### src/rtl/motion_sequencer.sv
// Two-wheel motion sequencer: ramps a shared speed setpoint up to cruise, holds it,
// ramps down near the target distance, and trims the leading wheel to keep both in step.
module motion_sequencer #(
  parameter logic [31:0] RAMP_TICKS   = 32'd160000,
  parameter logic [15:0] RAMP_STEP    = 16'd40,
  parameter logic [15:0] MAX_DEG_S    = 16'd1440,
  parameter logic [15:0] DECEL_PULSES = 16'd20,
  parameter logic [15:0] TRIM         = 16'd16
) (
  input  logic        clk,
  input  logic        enable,
  input  logic        cmd_valid,
  output logic        cmd_ready,
  input  logic [15:0] cmd_pulses,
  input  logic [15:0] cmd_deg_s,
  input  logic        abort,
  input  logic        enc_l,
  input  logic        enc_r,
  output logic        ctl_en,
  output logic [15:0] deg_s_l,
  output logic [15:0] deg_s_r,
  output logic        busy,
  output logic        done,
  output logic [15:0] pulses_done
);

  typedef enum logic [2:0] {
    IDLE   = 3'd0,
    ACCEL  = 3'd1,
    CRUISE = 3'd2,
    DECEL  = 3'd3,
    STOP   = 3'd4
  } state_t;

  state_t      state_q, state_d;
  logic [15:0] curSpeed_q, curSpeed_d;
  logic [15:0] cruise_q, cruise_d;
  logic [15:0] target_q, target_d;
  logic [15:0] countL_q, countL_d;
  logic [15:0] countR_q, countR_d;
  logic [31:0] timer_q, timer_d;
  logic [2:0]  syncL_q, syncR_q;

  logic        riseL, riseR, running, tick, nearEnd;
  logic [16:0] accelSum;
  logic [15:0] trimmed;

  // Bits [1:0] are the synchronizer, bit [2] holds the previous sample for edge detection.
  always_ff @(posedge clk or negedge enable) begin
    if (!enable) begin
      syncL_q <= 3'b000;
      syncR_q <= 3'b000;
    end else begin
      syncL_q <= {syncL_q[1:0], enc_l};
      syncR_q <= {syncR_q[1:0], enc_r};
    end
  end

  assign riseL    = syncL_q[1] & ~syncL_q[2];
  assign riseR    = syncR_q[1] & ~syncR_q[2];
  assign running  = (state_q == ACCEL) || (state_q == CRUISE) || (state_q == DECEL);
  assign tick     = (timer_q >= (RAMP_TICKS - 32'd1));
  assign accelSum = {1'b0, curSpeed_q} + {1'b0, RAMP_STEP};
  // Written as count+threshold >= target so an overshoot past target cannot wrap the remainder.
  assign nearEnd  = ({1'b0, countL_q} + {1'b0, DECEL_PULSES}) >= {1'b0, target_q};

  always_ff @(posedge clk or negedge enable) begin
    if (!enable) begin
      state_q    <= IDLE;
      curSpeed_q <= 16'd0;
      cruise_q   <= 16'd0;
      target_q   <= 16'd0;
      countL_q   <= 16'd0;
      countR_q   <= 16'd0;
      timer_q    <= 32'd0;
    end else begin
      state_q    <= state_d;
      curSpeed_q <= curSpeed_d;
      cruise_q   <= cruise_d;
      target_q   <= target_d;
      countL_q   <= countL_d;
      countR_q   <= countR_d;
      timer_q    <= timer_d;
    end
  end

  always_comb begin
    state_d    = state_q;
    curSpeed_d = curSpeed_q;
    cruise_d   = cruise_q;
    target_d   = target_q;
    countL_d   = countL_q;
    countR_d   = countR_q;
    timer_d    = timer_q + 32'd1;

    if (running && riseL && (countL_q != 16'hFFFF)) countL_d = countL_q + 16'd1;
    if (running && riseR && (countR_q != 16'hFFFF)) countR_d = countR_q + 16'd1;

    case (state_q)
      IDLE: begin
        timer_d = 32'd0;
        if (cmd_valid) begin
          target_d   = cmd_pulses;
          cruise_d   = (cmd_deg_s > MAX_DEG_S) ? MAX_DEG_S : cmd_deg_s;
          countL_d   = 16'd0;
          countR_d   = 16'd0;
          curSpeed_d = 16'd0;
          state_d    = (cmd_pulses == 16'd0) ? STOP : ACCEL;
        end
      end
      ACCEL: begin
        if (tick) begin
          timer_d    = 32'd0;
          curSpeed_d = (accelSum >= {1'b0, cruise_q}) ? cruise_q : accelSum[15:0];
        end
        if (nearEnd || abort) state_d = DECEL;
        else if (tick && (accelSum >= {1'b0, cruise_q})) state_d = CRUISE;
      end
      CRUISE: begin
        if (nearEnd || abort) state_d = DECEL;
      end
      DECEL: begin
        if (tick) begin
          timer_d    = 32'd0;
          curSpeed_d = (curSpeed_q > RAMP_STEP) ? (curSpeed_q - RAMP_STEP) : 16'd0;
        end
        if ((countL_q >= target_q) || (curSpeed_q == 16'd0)) state_d = STOP;
      end
      STOP: begin
        timer_d = 32'd0;
        state_d = IDLE;
      end
      default: begin
        state_d = IDLE;
      end
    endcase

    if (state_d != state_q) timer_d = 32'd0;
  end

  always_comb begin
    cmd_ready   = (state_q == IDLE);
    busy        = (state_q != IDLE);
    done        = (state_q == STOP);
    ctl_en      = running;
    pulses_done = countL_q;
    trimmed     = (curSpeed_q > TRIM) ? (curSpeed_q - TRIM) : 16'd0;
    deg_s_l     = 16'd0;
    deg_s_r     = 16'd0;
    if (running) begin
      deg_s_l = (countL_q > countR_q) ? trimmed : curSpeed_q;
      deg_s_r = (countR_q > countL_q) ? trimmed : curSpeed_q;
    end
  end

endmodule

### config.mk
export PLATFORM = sky130hd
export DESIGN_NAME = motion_sequencer
export DESIGN_NICKNAME = d
export VERILOG_FILES = /design/src/rtl/motion_sequencer.sv
export SDC_FILE = /design/constraint.sdc
export NUM_CORES = 1
export LEC_CHECK = 0
export CAP_MARGIN = 20
export CORE_MARGIN = 5
export CORE_UTILIZATION = 35
export DETAILED_ROUTE_END_ITERATION = 8
export GPL_ROUTABILITY_DRIVEN = 1
export SYNTH_ARGS = -nofsm -noshare
export SYNTH_HDL_FRONTEND = slang
export SYNTH_SLANG_ARGS = --single-unit
export TNS_END_PERCENT = 50
### constraint.sdc
create_clock -name clk -period 3.02 [get_ports clk]
set_input_delay 0.755 -clock clk [delete_from_list [all_inputs] [get_ports clk]]
set_output_delay 0.755 -clock clk [all_outputs]
set_load 0.02 [all_outputs]
* After elaboration in Yosys (flattened, before gate mapping) *
Index checks and enable logic that the tools add are counted.

cells by class
  bitwise operators = 4
  reduce and logical (&&, ||, !) cells = 18
  $lt $le $gt $ge = 9
  $add $sub $neg = 7
  equality and inequality tests = 10
  multiplexer cells = 28

operators by type and width
  kind                                                                               count
  16-bit two-way mux                                                                 17
  32-bit two-way mux                                                                 2
  32-bit one-hot mux with 2 select lines                                             1
  16-bit one-hot mux with 3 select lines                                             1
  17-bit by 16-bit >= comparator with 1-bit output                                   2
  16-bit by 1-bit adder with 16-bit output, second input constant                    2
  32-bit by 1-bit adder with 32-bit output, second input constant                    1
  32-bit by 18-bit >= comparator with 1-bit output, second input constant            1
  16-bit greater-than comparator                                                     2
  16-bit zero test                                                                   2
  16-bit inequality test, second input constant                                      2
  3-bit two-way mux                                                                  6
  16-bit by 5-bit adder with 17-bit output, second input constant                    1
  16-bit by 6-bit adder with 17-bit output, second input constant                    1
  16-bit >= comparator                                                               1
  16-bit by 11-bit greater-than comparator with 1-bit output, second input constant  1
  16-bit by 5-bit greater-than comparator with 1-bit output, second input constant   1
  16-bit by 6-bit greater-than comparator with 1-bit output, second input constant   1
  16-bit by 5-bit subtractor with 16-bit output, second input constant               1
  16-bit by 6-bit subtractor with 16-bit output, second input constant               1
  3-bit one-hot mux with 4 select lines                                              1
  3-bit by 2-bit == test with 1-bit output, second input constant                    2
  2-bit inequality test, second input constant                                       3
  3-bit nonzero test                                                                 2
  other kinds (11)                                                                   21

storage, ports and cells
  register bits = 121
  word-level logic and storage cells = 85
  input bits = 38

* Longest topological paths before layout *
Gate-level depths: netlist (run 1).

  depth in word-level cells = 8
  mapped depth = 16
  mapped depth without buffers = 13

* Least setup slack after synthesis (run 1) *
OpenSTA, ideal clock, no wires.

  path type = register to output
  from = reg countL_q[4], in the netlist pulses_done[4]
  to = out deg_s_l[8]
  arrival time = 2.648 ns
  slack = -0.383 ns
  cell stages (with the launch flop) = 9
  cells stage by stage = dfrtp_1 > buf_2 > inv_1 > ha_1 > o2111a_1 > a211o_1 > a21oi_1 > a31oi_1 > a311oi_1

between the ends
  longest elaborated chain between the ends = 3

RTL lines
  element                         RTL line  source
  start, declared                 39        logic [15:0] countL_q, countL_d;
  start signal, assigned          81        countL_q <= countL_d;
  16-bit greater-than comparator  151       deg_s_l = (countL_q > countR_q) ? trimmed : curSpeed_q;
  16-bit two-way mux              151
  16-bit two-way mux              150       if (running) begin
  end, declared                   20        output logic [15:0] deg_s_l,

Every way passes these cells.

* Final worst setup path (run 1) *
  from = reg countR_q[14]
  to = out deg_s_r[13]

between the ends
  longest elaborated chain between the ends = 3

RTL lines
  element                         RTL line  source
  start, declared                 40        logic [15:0] countR_q, countR_d;
  start signal, assigned          82        countR_q <= countR_d;
  16-bit greater-than comparator  152       deg_s_r = (countR_q > countL_q) ? trimmed : curSpeed_q;
  16-bit two-way mux              152
  16-bit two-way mux              150
  end, declared                   21        output logic [15:0] deg_s_r,

Every way passes these cells.

==> impl_metrics.json, run 1 <==
{
  "cpMostUsedCell": "buf_6",
  "die_h_um": 172,
  "rsz0062_at_grt": "true",
  "grt_pass1_wl_um": 47300,
  "wire_per_inst_um": 18.7,
  "ctsRootBufferMaster": "clkbuf_16",
  "r2r-start": "pulses_done[2]",
  "vias_per_cell": 5.53,
  "dominantRegCellSynth": "dfrtp_1",
  "tightest_slew_ns": 0.780,
  "hold_path.class": "primary input to async pin",
  "top_layer": "met4",
  "fillers": 2408,
  "synth_edf_count": 0,
  "violations": "negative setup slack",
  "crit_path_start_kind": "flop",
  "final_nets": 1371,
  "swShare": 0.458,
  "vias": 8890,
  "crit_required_ns": 2.26,
  "power.density_nw_per_um2": 1370,
  "syn_area_um2": 9130,
  "remaining_drc_errors": 0,
  "row_count": 59,
  "die_area_um2": 29400,
  "final_common_cell": "buf_4",
  "path_cells": "ha_4 > and4_4 > nand4_1 > or4_4 > o211a_4 > buf_6 > a21oi_4 > a31o_2 > buf_6",
  "crit_start": "countR_q[14]",
  "crit_fanout": 6,
  "power.total_uw": 18300,
  "cts.clk_slew.worst_paths_ns": 0.06,
  "relSlewSlack": 0.475,
  "whs_ns": 0.335,
  "cts_htree_levels": 4,
  "drt_iter0_drc": 720,
  "min_period_ns": 3.52,
  "insertion_delay_ns": 0.42,
  "syn_avg_cell_area_um2": 8.99,
  "wl_um": 30000,
  "place_hpwl_um": 21500,
  "seq_power_share": 0.122,
  "syn_to_final_growth_pct": 45.9,
  "clock_path_buffers": 2,
  "cts.sinks": 121,
  "timing.final.crit_share": 1.17,
  "finalSetupViolCount": 80,
  "core_um2": 25800,
  "synth_cell_type_count": 86,
  "synth_seq_area_share": 0.332,
  "critPathCaptureType": "output port",
  "drtPass1Iterations": 5,
  "grt_pass1_vias": 8951,
  "cts_buffers": 17,
  "cap_violations": 0,
  "overflow": 0,
  "m1WireLength_um": 13200,
  "yosysWarnings": 0,
  "die_w_um": 172,
  "gp_congestion": 0.931,
  "synthCells": 1016,
  "worst_slack_ns": -0.503,
  "r2r_slack_ns": -0.17,
  "drive_gt1_frac": 0.352,
  "grt_usage": 0.201,
  "max_stage_delay_ns": 0.59,
  "start_util": 0.353,
  "finalClockSkew_ns": 0.00934,
  "io_buffers": 89,
  "grt_max_degree": 44,
  "p_leak_uw": 0.00574,
  "p_sw_uw": 8370,
  "path_class": "flop to output port",
  "worst_ir_drop_vdd_uv": 1910,
  "timing_hold_violations_final": 0,
  "antennaDiodeCount": 0,
  "slew_viol_final": 0,
  "internal-power_uw": 9920,
  "synth_fp_nets": 1127,
  "io_pins": 90,
  "grt_antenna_before_repair": 0,
  "cts_tree": "built",
  "mostFrequentLayoutCells": "buf_4 (164), dfrtp_1 (112), nand2_1 (81)",
  "slowest_stage": "or4_4",
  "clkPwrFrac": 0.102,
  "arrival_ns": 2.77,
  "ys_seq_elements": 121,
  "fmax_mhz": 284,
  "ant_nets": 0,
  "wl_met2_um": 14900,
  "outcome": "complete, but fails checks",
  "synthArstFlopShare": 1.00,
  "route.met3.wl_um": 1440,
  "p_comb_frac": 0.776
}
## layout make-up
| type | instances | area (um^2) | share of cell area |
|---|---|---|---|
| tap | 335 | 419 | 0.0315 |
| inverter | 67 | 255 | 0.0192 |
| sequential | 121 | 3040 | 0.228 |
| timing repair buffer | 279 | 2620 | 0.197 |
| clock buffer | 23 | 488 | 0.0366 |
| multi-input combinational | 774 | 6450 | 0.484 |
| clock inverter | 8 | 46.3 | 0.00347 |
## kinds of logic after synthesis
group / Yosys count / synth area share
AO/OA/AOI/OAI: 254 / 0.211
XOR/XNOR: 69 / 0.0662
adder cells (fa/ha/maj): 73 / 0.100
buffers and inverters: 121 / 0.0603
flip-flops: 121 / 0.332
multiplexers: 15 / 0.0164
AND/OR/NAND/NOR: 363 / 0.214
## synth_stat cells (all sizes together), types with 16 or more instances
master    n  share of area
dfrtp   121           0.33
a21oi    56          0.031
nand3    49          0.027
xnor2    44          0.042
clkbuf   19         0.0079
nand4    23          0.017
nor3     30          0.018
nor2     70          0.030
ha       73           0.10
o21ai    62          0.034
a211oi   39          0.049
xor2     25          0.024
inv      66          0.027
nor4     19          0.018
buf      35          0.025
or3      16          0.012
nand2    89          0.037
## critical path: cells and delay by family (launching register included)
kind | cells | cell delay (ns)
buffers and inverters | 2 | 0.25
flip-flops | 1 | 0.42
AO/OA/AOI/OAI | 3 | 0.45
AND/OR/NAND/NOR | 3 | 0.93
adder cells (fa/ha/maj) | 1 | 0.28
## per-stage QoR
step                      cell area, um^2  utilization  instances  setup TNS [ns]  setup WS [ns]
after floorplan                      9350            -       1016         -0.0950        -0.0234
after global placement              11600        0.450       1545          -28.83         -0.609
after detailed placement            11600        0.450       1545          -30.00         -0.648
after CTS                           12800        0.497       1597          -17.94         -0.516
after global routing                13300        0.516       1607          -27.16         -0.599
final                               13300        0.516       1607          -18.56         -0.503
## state kept, by name (all words and copies together) (netlist names)
signal	cells
countR_q	16
cruise_q	16
curSpeed_q	16
pulses_done	16
state_q	3
syncL_q	3
syncR_q	3
target_q	16
timer_q	32
## power groups by stage
stage,sequential (uW),clock (uW),combinational (uW)
2_1_floorplan,2280,0,6110
4_1_cts,2210,1900,12900
5_1_grt,2270,1980,15000
6_report,2230,1870,14200
3_5_place_dp,2210,0,10600
3_3_place_gp,2200,0,10500
## timing repair
| item | 4_1_cts | 5_1_grt |
|---|---|---|
| buffers inserted | 17 | 14 |
| pin swaps | 46 | 60 |
| hold buffers | 0 | 0 |
| gates resized for setup | 260 | 93 |
| setup endpoints to repair | 82 | 82 |
| gates cloned | 5 | 0 |
## per-layer routing
metal,up-vias,GRT usage
met2,274,0.350
li1,4197,-
met4,0,0.0486
met1,4383,0.264
met3,36,0.0287
met5,-,0
## path summary, 6_finish.rpt
check | endpoint | depth (start not counted)
worst max-delay path | deg_s_r[13] | 9
worst min-delay path | cruise_q[11] | 1
worst max register to register | timer_q[18] | 15
worst min register to register | syncL_q[1] | 0
max in group asynchronous | countR_q[8] | 2
min in group clk | syncL_q[1] | 0
No activity file was read; power rests on OpenSTA's default activity.
==> run 2, diff against run 1 <==
- RECOVER_POWER: unset -> 50
==> run 2 against run 1 <==
Net effect: the run still ends with negative setup slack left; non-clock buffer count stayed put; clock skew up 0.00053 ns; first-iteration DRC count increased by 6.1%; global-route usage stayed put; critical path depth did not move; count of clock-buffer cells in the layout stayed put; critical endpoint unchanged; utilization shrank 0.13 points; critical path type unchanged; sequential power about the same; hold slack better by 0.014 ns; worst setup slack improved by 0.00055 ns.
==> impl_metrics.json, run 2 (synthesized netlist as in run 1, its figures left out) <==
{
  "crit_path_start_kind": "flop",
  "p_leak_uw": 0.00573,
  "holdPathStages": 0,
  "finalClockSkew_ns": 0.00987,
  "timing.final.crit_share": 1.17,
  "grt_usage": 0.201,
  "syn_to_final_growth_pct": 45.6,
  "whs_endpoint": "syncL_q[1]",
  "r2r_cells": 15,
  "die_w_um": 172,
  "cpMostUsedCell": "buf_6",
  "finalSetupViolCount": 80,
  "drtPass1Iterations": 5,
  "violations": "negative setup slack",
  "worst_ir_drop_vdd_uv": 1910,
  "wire_per_inst_um": 18.6,
  "hold_path.class": "flop to flop",
  "fmax_mhz": 284,
  "io_pins": 90,
  "crit_required_ns": 2.26,
  "ant_nets": 0,
  "place_hpwl_um": 21500,
  "start_util": 0.353,
  "final_nets": 1371,
  "row_count": 59,
  "drive_gt1_frac": 0.352,
  "vias_per_cell": 5.53,
  "holdCritStartpoint": "syncL_q[0]",
  "cts.clk_slew.worst_paths_ns": 0.05,
  "cts.sinks": 121,
  "crit_fanout": 6,
  "cap_violations": 0,
  "reg2reg_to": "timer_q[18]",
  "antennaDiodeCount": 0,
  "min_period_ns": 3.52,
  "cp.buffers_inverters": 2,
  "path_class": "flop to output port",
  "arrival_ns": 2.77,
  "power.density_nw_per_um2": 1380,
  "gp_congestion": 0.931,
  "whs_ns": 0.348,
  "final_common_cell": "buf_4",
  "timing_hold_violations_final": 0,
  "slew_viol_final": 0,
  "path_cells": "ha_4 > and4_4 > nand4_1 > or4_4 > o211a_4 > buf_6 > a21oi_4 > a31o_2 > buf_6",
  "slowest_stage": "or4_4",
  "largest_register_ffs": 32,
  "r2r-start": "pulses_done[2]",
  "insertion_delay_ns": 0.42,
  "cts_tree": "built",
  "grt_antenna_before_repair": 0,
  "regMostFlops": "timer_q",
  "rsz0062_at_grt": "true",
  "power.total_uw": 18300,
  "path_delay_family": "simple AND/OR/NAND/NOR gates",
  "r2r_slack_ns": -0.18,
  "grt_pass1_wl_um": 47300,
  "overflow": 0,
  "max_stage_delay_ns": 0.59,
  "remaining_drc_errors": 0,
  "wl_um": 30000,
  "ctsRootBufferMaster": "clkbuf_16",
  "grt_max_degree": 44,
  "relSlewSlack": 0.238,
  "die_area_um2": 29400,
  "worst_slack_ns": -0.503,
  "cts_htree_levels": 4,
  "vias": 8880,
  "io_buffers": 89,
  "mostFrequentLayoutCells": "buf_4 (163), dfrtp_1 (112), nand2_1 (81)",
  "grt_pass1_vias": 8951,
  "cts_buffers": 17,
  "tightest_slew_ns": 1.14,
  "outcome": "complete, but fails checks",
  "drt_iter0_drc": 764,
  "die_h_um": 172,
  "core_um2": 25800,
  "clock_path_buffers": 2,
  "critPathCaptureType": "output port"
}
## run 2: changes by cell type in the layout (fill, tap and decap cells not counted), sizes merged
cell	change
buf	-3
clkdlybuf4s50	-2
dlygate4sd3	+2
clkbuf	+3
## run 2: cell type report
type	instances	area, um^2
tap	335	419
inverter	67	255
clock inverter	8	46.3
sequential	121	3040
timing repair buffer	279	2590
clock buffer	23	488
fill	2412	12500
multi-input combinational	774	6450
## run 2: layer usage
| metal | global-route usage | routed length [um] | up-vias |
|---|---|---|---|
| li1 | - | - | 4196 |
| met1 | 0.264 | 13200 | 4386 |
| met2 | 0.350 | 14900 | 264 |
| met3 | 0.0287 | 1360 | 34 |
| met4 | 0.0486 | 452 | 0 |
| met5 | 0 | 0 | - |
## run 2: repair_timing
item / 4_1_cts / 5_1_grt
hold buffers: 0 / 0
gates cloned: 5 / 0
endpoints found under the setup margin: 82 / 82
endpoints found under the hold margin: 0 / 0
gates resized for setup: 260 / 93
setup buffers: 17 / 14
pin swaps: 46 / 60
## run 2: through the flow
stage          std cells  utilization  area (um^2)  setup slack, ns  TNS, ns
6_report            1607        0.514        13300           -0.503   -18.64
5_1_grt             1607        0.514        13300           -0.599   -27.16
4_1_cts             1597        0.497        12800           -0.516   -17.94
3_5_place_dp        1545        0.450        11600           -0.648   -30.00
3_3_place_gp        1545        0.450        11600           -0.609   -28.83
2_1_floorplan       1016            -         9350          -0.0234  -0.0950
## run 2: report_power, final
part	switching, uW	internal, uW
Sequential	256	1970
Clock	745	1120
Combinational	7380	6810
Total	8380	9910
## run 2: how the worst max path moves through the flow
stage | start | endpoint | depth (start not counted)
final | countR_q[14] | deg_s_r[13] | 9
after floorplan | pulses_done[3] | deg_s_r[8] | 9
after detailed placement | countR_q[14] | deg_s_r[6] | 9
after CTS | countR_q[14] | deg_s_r[13] | 9
after global placement | pulses_done[11] | deg_s_r[7] | 9
after global routing | countR_q[14] | deg_s_r[13] | 9
## run 2: worst register-to-register path, stage by stage, from the launching register on
cell and delay (ns):
dfrtp_2 0.41, buf_6 0.13, ha_4 0.16, o21ai_2 0.14, buf_6 0.12, nor2_1 0.06
xnor2_2 0.16, ha_1 0.32, nand4_1 0.09, nor3_1 0.25, a211oi_2 0.12, buf_4 0.17
o211a_4 0.24, o2111ai_4 0.34, clkbuf_16 0.28, a211oi_2 0.08
==> run 3, diff against run 2 <==
- CAP_MARGIN: 20 -> unset
- SETUP_SLACK_MARGIN: unset -> 0.5
==> run 3 against run 2 <==
Net effect: the flow finishes with violations (max-capacitance violations, max-slew violations, negative setup slack); sequential share of layout area shrank 0.17 points; die area did not move; critical path type unchanged; cell area grew 1.1%; fmax down 1.5%; largest cell class unchanged; sequential cell count unchanged; global-route usage fell by 0.27 points; non-clock buffer count is 1 higher; utilization increased by 0.57 points.
==> impl_metrics.json, run 3 (synthesized netlist as in run 1, its figures left out) <==
{
  "outcome": "complete, but fails checks",
  "violations": "max-capacitance violations, max-slew violations, negative setup slack",
  "worst_slack_ns": -0.557,
  "relSlewSlack": -0.124,
  "gp_congestion": 0.879,
  "path_cells": "ha_4 > and4_1 > nand4_1 > or4_4 > o211a_4 > a21oi_4 > buf_6 > and2_4 > buf_6",
  "antennaDiodeCount": 0,
  "critPathCaptureType": "output port",
  "hold_path.class": "flop to flop",
  "io_buffers": 89,
  "power.total_uw": 19400,
  "clock_path_buffers": 2,
  "final_common_cell": "buf_4",
  "crit_fanout": 5,
  "fillers": 2352,
  "path_class": "flop to output port",
  "ant_nets": 0,
  "grt_pass1_wl_um": 46500,
  "power.density_nw_per_um2": 1450,
  "worst_ir_drop_vdd_uv": 2400,
  "cts_buffers": 17,
  "grt_max_degree": 55,
  "fmax_mhz": 280,
  "wl_um": 29100,
  "min_period_ns": 3.58,
  "vias": 8606,
  "slowest_stage": "or4_4",
  "timing_hold_violations_final": 0,
  "syn_to_final_growth_pct": 47.2,
  "vias_per_cell": 5.34,
  "max_stage_delay_ns": 0.57,
  "largest_register_ffs": 32,
  "wire_per_inst_um": 18.0,
  "insertion_delay_ns": 0.43,
  "drt_iter0_drc": 626,
  "grt_antenna_before_repair": 0,
  "overflow": 0,
  "grt_pass1_vias": 8658,
  "rsz0062_at_grt": "true",
  "drive_gt1_frac": 0.361,
  "cts_htree_levels": 4,
  "remaining_drc_errors": 0,
  "slew_viol_final": 32,
  "start_util": 0.353,
  "final_nets": 1374,
  "place_hpwl_um": 21000,
  "io_pins": 90,
  "die_h_um": 172,
  "regMostFlops": "timer_q",
  "finalClockSkew_ns": 0.0136,
  "die_area_um2": 29400,
  "finalSetupViolCount": 66,
  "hold_buffers": 0,
  "arrival_ns": 2.82,
  "mostFrequentLayoutCells": "buf_4 (152), dfrtp_1 (103), nand2_1 (83)",
  "cts.sinks": 121,
  "core_um2": 25800,
  "timing.final.crit_share": 1.18,
  "tightest_slew_ns": 1.69,
  "crit_required_ns": 2.26,
  "ctsRootBufferMaster": "clkbuf_16",
  "die_w_um": 172,
  "grt_usage": 0.198,
  "cts_tree": "built",
  "crit_path_start_kind": "flop",
  "row_count": 59,
  "cts.clk_slew.worst_paths_ns": 0.06,
  "cpMostUsedCell": "buf_6",
  "p_leak_uw": 0.00574,
  "cap_violations": 1,
  "post-place-ws_ns": -0.590,
  "drtPass1Iterations": 5
}
## run 3: stage by stage
step                instances  hold WS [ns]  TNS (ns)   util  area (um^2)
global route             1611         0.367    -33.04  0.520        13400
global placement         1545         0.339    -24.87  0.462        11900
floorplan                1016         0.331         0      -         9660
CTS                      1602         0.266    -24.93  0.510        13200
detailed placement       1545         0.342    -26.71  0.462        11900
finish                   1611         0.352    -23.60  0.520        13400
## run 3: power by group
| group | switching (uW) | internal, uW | total (uW) | leakage, uW |
|---|---|---|---|---|
| clock | 849 | 1320 | 2170 | 0.000290 |
| combinational | 7610 | 7460 | 15100 | 0.00389 |
| sequential | 223 | 1980 | 2200 | 0.00156 |
## run 3: path summary, 6_finish.rpt
kind / start / endpoint / slack (ns) / cells past startpoint
min in group asynchronous: enable / cruise_q[12] / 0.76 / 1
worst max-delay path: countR_q[12] / deg_s_r[0] / -0.56 / 9
worst max register to register: pulses_done[2] / timer_q[22] / -0.28 / 16
worst min-delay path: syncR_q[0] / syncR_q[1] / 0.35 / 0
max in group asynchronous: enable / timer_q[8] / 0.46 / 3
worst min register to register: syncR_q[0] / syncR_q[1] / 0.35 / 0
## run 3: timing repair
action                                  CTS  global route
pin swaps                                55            61
resized for setup                       252            55
gates cloned                              6             2
endpoints found under the setup margin   86            92
buffers inserted                         19             7
## run 3: area by class of cell
type / count / area [um^2] / share of cell area
clock inverter: 14 / 185 / 0.0138
inverter: 67 / 264 / 0.0196
multi-input combinational: 776 / 6440 / 0.479
tap: 335 / 419 / 0.0312
timing repair buffer: 280 / 2650 / 0.197
sequential: 121 / 3050 / 0.227
clock buffer: 18 / 429 / 0.0319
## run 3: routing by layer
layer	global-route usage	vias up	wire, um
met5	0	-	0
met3	0.0292	35	905
met4	0.0530	0	551
met1	0.258	4185	13000
li1	-	4217	-
met2	0.345	169	14600
## run 3: critical path, delay by kind of cell, from the launching register on
kind | cells | cell delay, ns
and+or+nand+nor | 4 | 1.06
adders and majority gates | 1 | 0.29
buffers and inverters | 2 | 0.23
AOI/OAI and AO/OA | 2 | 0.39
DFF | 1 | 0.42
